$ cat config.mk
export PLATFORM = sky130hd
export DESIGN_NAME = uart_rx
export DESIGN_NICKNAME = d
export VERILOG_FILES = /design/src/rtl/uart_rx.sv
export SDC_FILE = /design/constraint.sdc
export NUM_CORES = 1
export LEC_CHECK = 0
export CELL_PAD_IN_SITES_DETAIL_PLACEMENT = 1
export CELL_PAD_IN_SITES_GLOBAL_PLACEMENT = 1
export CORE_AREA = 5 5 84 86
export CTS_CLUSTER_DIAMETER = 50
export DETAILED_ROUTE_END_ITERATION = 10
export DIE_AREA = 0 0 89 91
export GPL_ROUTABILITY_DRIVEN = 0
export PLACE_DENSITY = 0.86
export REMOVE_ABC_BUFFERS = 1
export SYNTH_ARGS = -nofsm -noshare
export SYNTH_HDL_FRONTEND = slang
export SYNTH_SLANG_ARGS = --single-unit
$ cat constraint.sdc
create_clock -name clk -period 2.9 [get_ports clk]
set_input_delay 0.58 -clock clk [delete_from_list [all_inputs] [get_ports clk]]
set_output_delay 0.58 -clock clk [all_outputs]
set_load 0.02 [all_outputs]
$ cat src/rtl/uart_rx.sv
// uart_rx: 8N1 serial receiver with mid-bit sampling, error pulses and a FWFT output FIFO
module uart_rx #(
    parameter int CLOCK_FREQ_HZ = 12000000,
    parameter int BAUD_RATE     = 115200,
    parameter int DEPTH         = 4
) (
    input  logic       clk,
    input  logic       resetq,
    input  logic       RXD,
    output logic [7:0] data,
    output logic       valid,
    input  logic       ready,
    output logic       frame_err,
    output logic       overrun,
    output logic       busy
);
    localparam int DIV  = CLOCK_FREQ_HZ / BAUD_RATE;
    localparam int HALF = DIV / 2;
    localparam int CW   = $clog2(DIV);
    localparam int AW   = $clog2(DEPTH);
    localparam logic [CW-1:0] DIV_M1  = CW'(DIV - 1);
    localparam logic [CW-1:0] HALF_M1 = CW'(HALF - 1);

    typedef enum logic [2:0] {IDLE, START, DATA, STOP, BRK} state_t;

    state_t        state, state_n;
    logic [CW-1:0] cnt, cnt_n;
    logic [2:0]    idx, idx_n;
    logic [7:0]    sh, sh_n;
    logic          rx_meta, rxs;
    logic          push_req, ferr_n;
    logic [7:0]    mem [DEPTH];
    logic [AW:0]   wp, rp;
    logic          full, pop, push, ovr_n;

    // two-flop synchronizer; idle-high so reset does not look like a start bit
    always_ff @(posedge clk or negedge resetq) begin
        if (!resetq) begin
            rx_meta <= 1'b1;
            rxs     <= 1'b1;
        end else begin
            rx_meta <= RXD;
            rxs     <= rx_meta;
        end
    end

    // receiver state registers
    always_ff @(posedge clk or negedge resetq) begin
        if (!resetq) begin
            state <= IDLE;
            cnt   <= '0;
            idx   <= '0;
            sh    <= '0;
        end else begin
            state <= state_n;
            cnt   <= cnt_n;
            idx   <= idx_n;
            sh    <= sh_n;
        end
    end

    // next-state: one down-counter times every sample point of the frame
    always_comb begin
        state_n  = state;
        cnt_n    = cnt - CW'(1);
        idx_n    = idx;
        sh_n     = sh;
        push_req = 1'b0;
        ferr_n   = 1'b0;
        case (state)
            IDLE: begin
                cnt_n = cnt;
                if (!rxs) begin
                    state_n = START;
                    cnt_n   = HALF_M1;
                end
            end
            START: if (cnt == '0) begin
                cnt_n   = DIV_M1;
                idx_n   = '0;
                state_n = rxs ? IDLE : DATA;
            end
            DATA: if (cnt == '0) begin
                sh_n  = {rxs, sh[7:1]};
                cnt_n = DIV_M1;
                idx_n = idx + 3'd1;
                if (idx == 3'd7) state_n = STOP;
            end
            STOP: if (cnt == '0) begin
                state_n  = rxs ? IDLE : BRK;
                push_req = rxs;
                ferr_n   = !rxs;
            end
            BRK: begin
                cnt_n = cnt;
                if (rxs) state_n = IDLE;
            end
            default: state_n = IDLE;
        endcase
    end

    assign full  = (wp[AW] != rp[AW]) && (wp[AW-1:0] == rp[AW-1:0]);
    assign valid = wp != rp;
    assign pop   = valid && ready;
    assign push  = push_req && (!full || pop);
    assign ovr_n = push_req && full && !pop;
    assign data  = mem[rp[AW-1:0]];
    assign busy  = state != IDLE;

    // FIFO storage, pointers and registered error pulses
    always_ff @(posedge clk or negedge resetq) begin
        if (!resetq) begin
            for (int i = 0; i < DEPTH; i++) mem[i] <= '0;
            wp        <= '0;
            rp        <= '0;
            frame_err <= 1'b0;
            overrun   <= 1'b0;
        end else begin
            if (push) begin
                mem[wp[AW-1:0]] <= sh;
                wp <= wp + (AW+1)'(1);
            end
            if (pop) rp <= rp + (AW+1)'(1);
            frame_err <= ferr_n;
            overrun   <= ovr_n;
        end
    end
endmodule

==> results.cfg, run 1 <==
[synthesis]
syn_inst = 225
yosysSeqAreaShare_pct = 53.2
ys_ff_latch = 63
ys_types = 42
synth_warnings = 0
synth_area_leader_cell = dfrtp_1
avgSynthCellArea_sq_um = 13.2
synthFlopType = dfrtp_1
synth_top_area_share_pct = 51.5
synth_area_leaders = dfrtp_1, mux2_2, mux4_2, ha_1, nor2_1
postSynth.asyncResetShare_pct = 100
netlist_area_sq_mm = 0.00297
synth_edf_count = 0

[finish]
layout_commonest_cell = dfrtp_1
diodes = 0
final_cell_mix = dfrtp_1, mux2_2, nor2_1
layout-drive-gt1-share_pct = 31.7
layout.nets = 257
final_util_pct = 55.3
layoutNonFillerInstCount = 326
design_area_sq_mm = 0.00343
fillerInstances = 620
area_growth_syn_to_layout_pct = 15.6

[worst_hold_path]
worstHoldStart = rx_meta
min_path_type = register to register

[drt]
dr.pass1.iters = 4
drc = 0
drt_wl_total_um = 6170
vias_per_cell = 5.56
ant_nets = 0
wl_per_cell_um = 18.9
drtIter0Drc = 65
vias = 1814

[worst_setup_path]
crit_required_ps = 2320
arrival_ps = 2050
path_max_fanout = 9
setup.worst_path.start_class = register
startpoint = rp[0]
setup.worst_path.end_class = output port
rr_startpoint = cnt[3]
worstSetupPathType = register to output port

[timing]
fmax_mhz = 381
rsz0062_at_grt = no
final_max_slew_viol_count = 0
setup_viol = 0
setup-tns-final_ps = 0
fin_crit_ps = 2630
slew_headroom_pct = 48.1
fin_worst_skew_ps = 15.6
worstMarginPinSlew_ps = 779
post-route-period-util_pct = 90.6
finalHoldViolCount = 0

[cts]
cts_buffers = 9
tritoncts_num_sinks = 63
insertion_delay_ps = 340
htreeDepth = 3
cts_setup_buffers = 0
root_buffer = clkbuf_8
tritoncts = done
path_clk_slew_ps = 70
cts_hold_buf = 0
clk_path_buf_depth = 2

[pwr]
p_per_area_mw_per_mm2 = 538
vdd_drop_max_v = 0.000304
leakage_uw = 0.00161

[floorplanning]
die_h_um = 91
die-area_sq_mm = 0.00810
core_sq_mm = 0.00620
initial_core_util_pct = 47.8
ios = 16
num_rows = 29
die_w_um = 89

[grt]
grt_max_degree = 64
grt.total_usage_pct = 17.1
grt-ovfl-total = 0
grt_pass1_vias = 2019
antenna_found_initial = 0
grt_pass1_wl_um = 10600

[placed_design]
dp_cells = 310
dpl_cell_area_sq_mm = 0.00318
port_buffers = 15
dp_hpwl_um = 4090

[run]
maxCapViolations = 0

[outcome]
status = finished clean
## kinds of logic after synthesis
| family | after synthesis | share of synthesized area, % |
|---|---|---|
| xor+xnor | 9 | 2.66 |
| buf+inv | 18 | 2.45 |
| compound gates | 23 | 4.89 |
| fa+ha+maj | 9 | 3.80 |
| simple gates | 52 | 10.6 |
| mux | 51 | 22.4 |
| flops | 63 | 53.2 |
## flip-flops by register name, summed over array words and instances, names as in the netlist
signal     flops
wp             3
rp             3
mem           32
rxs            1
rx_meta        1
state          3
frame_err      1
idx            3
cnt            7
overrun        1
sh             8
## path summary, 6_finish.rpt
check	to	slack, ps	cells past startpoint
min in group asynchronous	mem[11]	410	2
max in group asynchronous	rp[0]	1950	2
min reg2reg	rxs	360	0
max	data[5]	270	2
min	rxs	360	0
max reg2reg	mem[24]	450	4
## Yosys cell counts, types with 2 or more instances
library cell,instances
dfstp_2,2
nand2_1,5
nor2b_1,2
xor2_1,3
nand3_2,3
ha_1,9
inv_1,9
nor4_1,2
a22oi_1,2
nand2b_1,2
or3_1,4
xnor2_1,6
mux4_2,8
nand3b_1,2
nand3_1,3
clkbuf_1,7
a32oi_1,2
nor2_1,15
o21ai_0,9
mux2_2,42
nor3_1,4
a21oi_1,4
dfrtp_1,61
## metal layers
metal | part of all wire, % | up-vias | GRT usage, %
met5 | 0 | - | 0
met4 | 1.2 | 0 | 6.45
met3 | 2.8 | 8 | 2.99
met2 | 50 | 20 | 26.8
met1 | 46 | 935 | 23.6
li1 | - | 851 | -
## worst max-delay path, cell delays in order, from the launching register on
cell and delay, ps:
dfrtp_2 560, mux4_2 570, clkdlybuf4s50_1 580
## metrics by stage
step	worst slack [ps]	hold slack [ps]	total power, uW
2_1_floorplan	743	284	901
3_3_place_gp	493	346	924
3_5_place_dp	452	348	924
4_1_cts	54.6	364	1860
5_1_grt	209	365	1910
6_report	272	360	1840
## where the power goes
| part | switching (uW) | internal [uW] |
|---|---|---|
| Combinational | 18.6 | 5.32 |
| Clock | 364 | 574 |
| Sequential | 1.28 | 881 |
| Total | 384 | 1460 |
## cell type report
type	instances	area [sq um]	share of cell area, %
sequential	63	1580	46.1
clock inverter	7	120	3.50
multi-input combinational	144	1320	38.3
tap	77	96.3	2.81
clock buffer	9	124	3.61
inverter	9	33.8	0.985
timing repair buffer	17	160	4.67
## repair_timing
| item | in CTS | in global routing |
|---|---|---|
| hold endpoints to repair | 0 | 0 |
| endpoints found under the setup margin | 0 | 1 |
| resized for setup | 0 | 1 |
Note: power is estimated with default switching activity, not from simulation.
==> run 2: changes to the inputs <==
- CAP_MARGIN: not set -> 20
- HOLD_SLACK_MARGIN: not set -> 0.03
- PLACE_DENSITY: 0.86 -> not set
- PLACE_DENSITY_LB_ADDON: not set -> 0.1
==> run 2 against run 1 <==
Largest power group is now registers. Worst hold slack got worse by 180 ps. Highest routed layer unchanged. Via count rose by 2.2%. Cell area fell by 0.18%. Power fell by 3.8%. Combinational power rose by 10%. Sequential share of layout area rose by 0.084 points. Critical path type unchanged.
==> results.cfg, run 2 (synthesis gave the netlist of run 1 again) <==
[outcome]
status = finished clean

[grt]
grt_max_degree = 28
grt_pass1_wl_um = 10900
grt_pass1_vias = 2176
grt-ovfl-total = 0
antenna_found_initial = 0
grt.total_usage_pct = 17.6

[drt]
dr.pass1.iters = 4
drc = 0
drt_wl_total_um = 6250
vias_per_cell = 5.67
wl_per_cell_um = 19.1
drtIter0Drc = 50
vias = 1854
ant_nets = 0

[worst_setup_path]
worst_r2r_path_depth = 4
crit_family = flip-flops
worstSetupPathType = register to output port
cp_slowest_stage_delay_ps = 580
critPathBufInv = 1
crit_required_ps = 2320
setup.worst_path.start_class = register
path_max_fanout = 9
crit_path_top_delay_cell = dfrtp_2
crit_cells = 2
arrival_ps = 2040
setup.worst_path.end_class = output port
crit_chain = mux4_2, clkdlybuf4s50_1

[finish]
layout_commonest_cell = dfrtp_1
largest_register_ffs = 32
diodes = 0
area_growth_syn_to_layout_pct = 15.4
reg_top3 = mem x32, sh x8, cnt x7
final_cell_mix = dfrtp_1, mux2_2, nor2_1
layout.nets = 258
fillerInstances = 629
final-seq-area_sq_mm = 0.00158
multi_input_area_sq_mm = 0.00132
design_area_sq_mm = 0.00342
layout-drive-gt1-share_pct = 32.0
top_register = mem

[floorplanning]
ios = 16
die_w_um = 89
die_h_um = 91
core_sq_mm = 0.00620
die-area_sq_mm = 0.00810
initial_core_util_pct = 47.8
num_rows = 29

[cts]
root_buffer = clkbuf_8
tritoncts_num_sinks = 63
htreeDepth = 3
cts_buffers = 9
insertion_delay_ps = 330
tritoncts = done
clk_path_buf_depth = 2
path_clk_slew_ps = 70

[placed_design]
dp_hpwl_um = 4400
port_buffers = 15
dpl_cell_area_sq_mm = 0.00319

[timing]
fin_crit_ps = 2620
fin_worst_skew_ps = 8.00
post-route-period-util_pct = 90.4
setup-tns-final_ps = 0
setup_viol = 0
final_max_slew_viol_count = 0
finalHoldViolCount = 0
slew_headroom_pct = 45.0
fmax_mhz = 382
worstMarginPinSlew_ps = 818
rsz0062_at_grt = no

[pwr]
p_seq_share_pct = 49.7
p_sw_share_pct = 21.2
p_sw_uw = 376
total_power_uw = 1770
p_clk_share_pct = 48.8
leakage_uw = 0.00160
vdd_drop_max_v = 0.000275
pwr-share-comb_pct = 1.5
p_int_uw = 1400
p_per_area_mw_per_mm2 = 518

[run]
maxCapViolations = 0

[worst_hold_path]
min_path_type = input pin to asynchronous set/reset pin
==> run 2: power by group through the flow <==
| stage | Sequential [uW] | Combinational, uW | Clock [uW] |
|---|---|---|---|
| final | 882 | 26.4 | 866 |
| after global routing | 882 | 31.2 | 930 |
| after CTS | 882 | 27.6 | 886 |
| after detailed placement | 899 | 27.5 | 0 |
| after global placement | 899 | 26.0 | 0 |
| after floorplan | 899 | 2.85 | 0 |
==> run 2: worst reg2reg max path, delay by kind of cell, from the launching register on <==
family | cells | cell delay (ps)
flip-flops | 1 | 430
AND/OR/NAND/NOR | 3 | 1560
multiplexers | 1 | 370
==> run 2: area by class of cell <==
class                      instances  area share (%)
sequential                        63            46.2
multi-input combinational        144            38.4
timing repair buffer              18            4.90
clock buffer                      10            4.02
tap                               77            2.81
clock inverter                     6            2.70
inverter                           9           0.987
==> run 2: worst paths after layout <==
path                         start       to  slack (ps)
max in group asynchronous   resetq  rx_meta        1990
min reg2reg                rx_meta      rxs         360
min                         resetq   mem[2]         180
min in group clk           rx_meta      rxs         360
max                          rp[0]  data[5]         280
max reg2reg                 cnt[3]  mem[10]         430
==> run 2: metrics by stage <==
| step | hold slack (ps) | utilization, % | instances | worst slack, ps |
|---|---|---|---|---|
| floorplan | 284 | - | 216 | 743 |
| global placement | 348 | 51.4 | 311 | 428 |
| detailed placement | 351 | 51.4 | 311 | 391 |
| CTS | 167 | 55.2 | 327 | 23.6 |
| global route | 195 | 55.2 | 327 | 162 |
| finish | 178 | 55.2 | 327 | 279 |
==> run 2: what timing repair did <==
action	in CTS	in global routing
resized for setup	0	1
endpoints found under the hold margin	0	0
buffers inserted	0	0
setup endpoints to repair	0	5
hold buffers	0	0
==> run 2: layer usage <==
layer / global-route usage, % / vias up / routed length (um)
li1: - / 855 / -
met1: 22.1 / 978 / 2750
met2: 30.0 / 14 / 3280
met3: 3.80 / 7 / 155
met4: 5.46 / 0 / 61
met5: 0 / - / 0
==> run 3: changes to the inputs <==
- SKIP_CTS_REPAIR_TIMING: not set -> 1
==> results of run 3 <==
The final DEF is identical to that of run 2; final timing and power are the same.
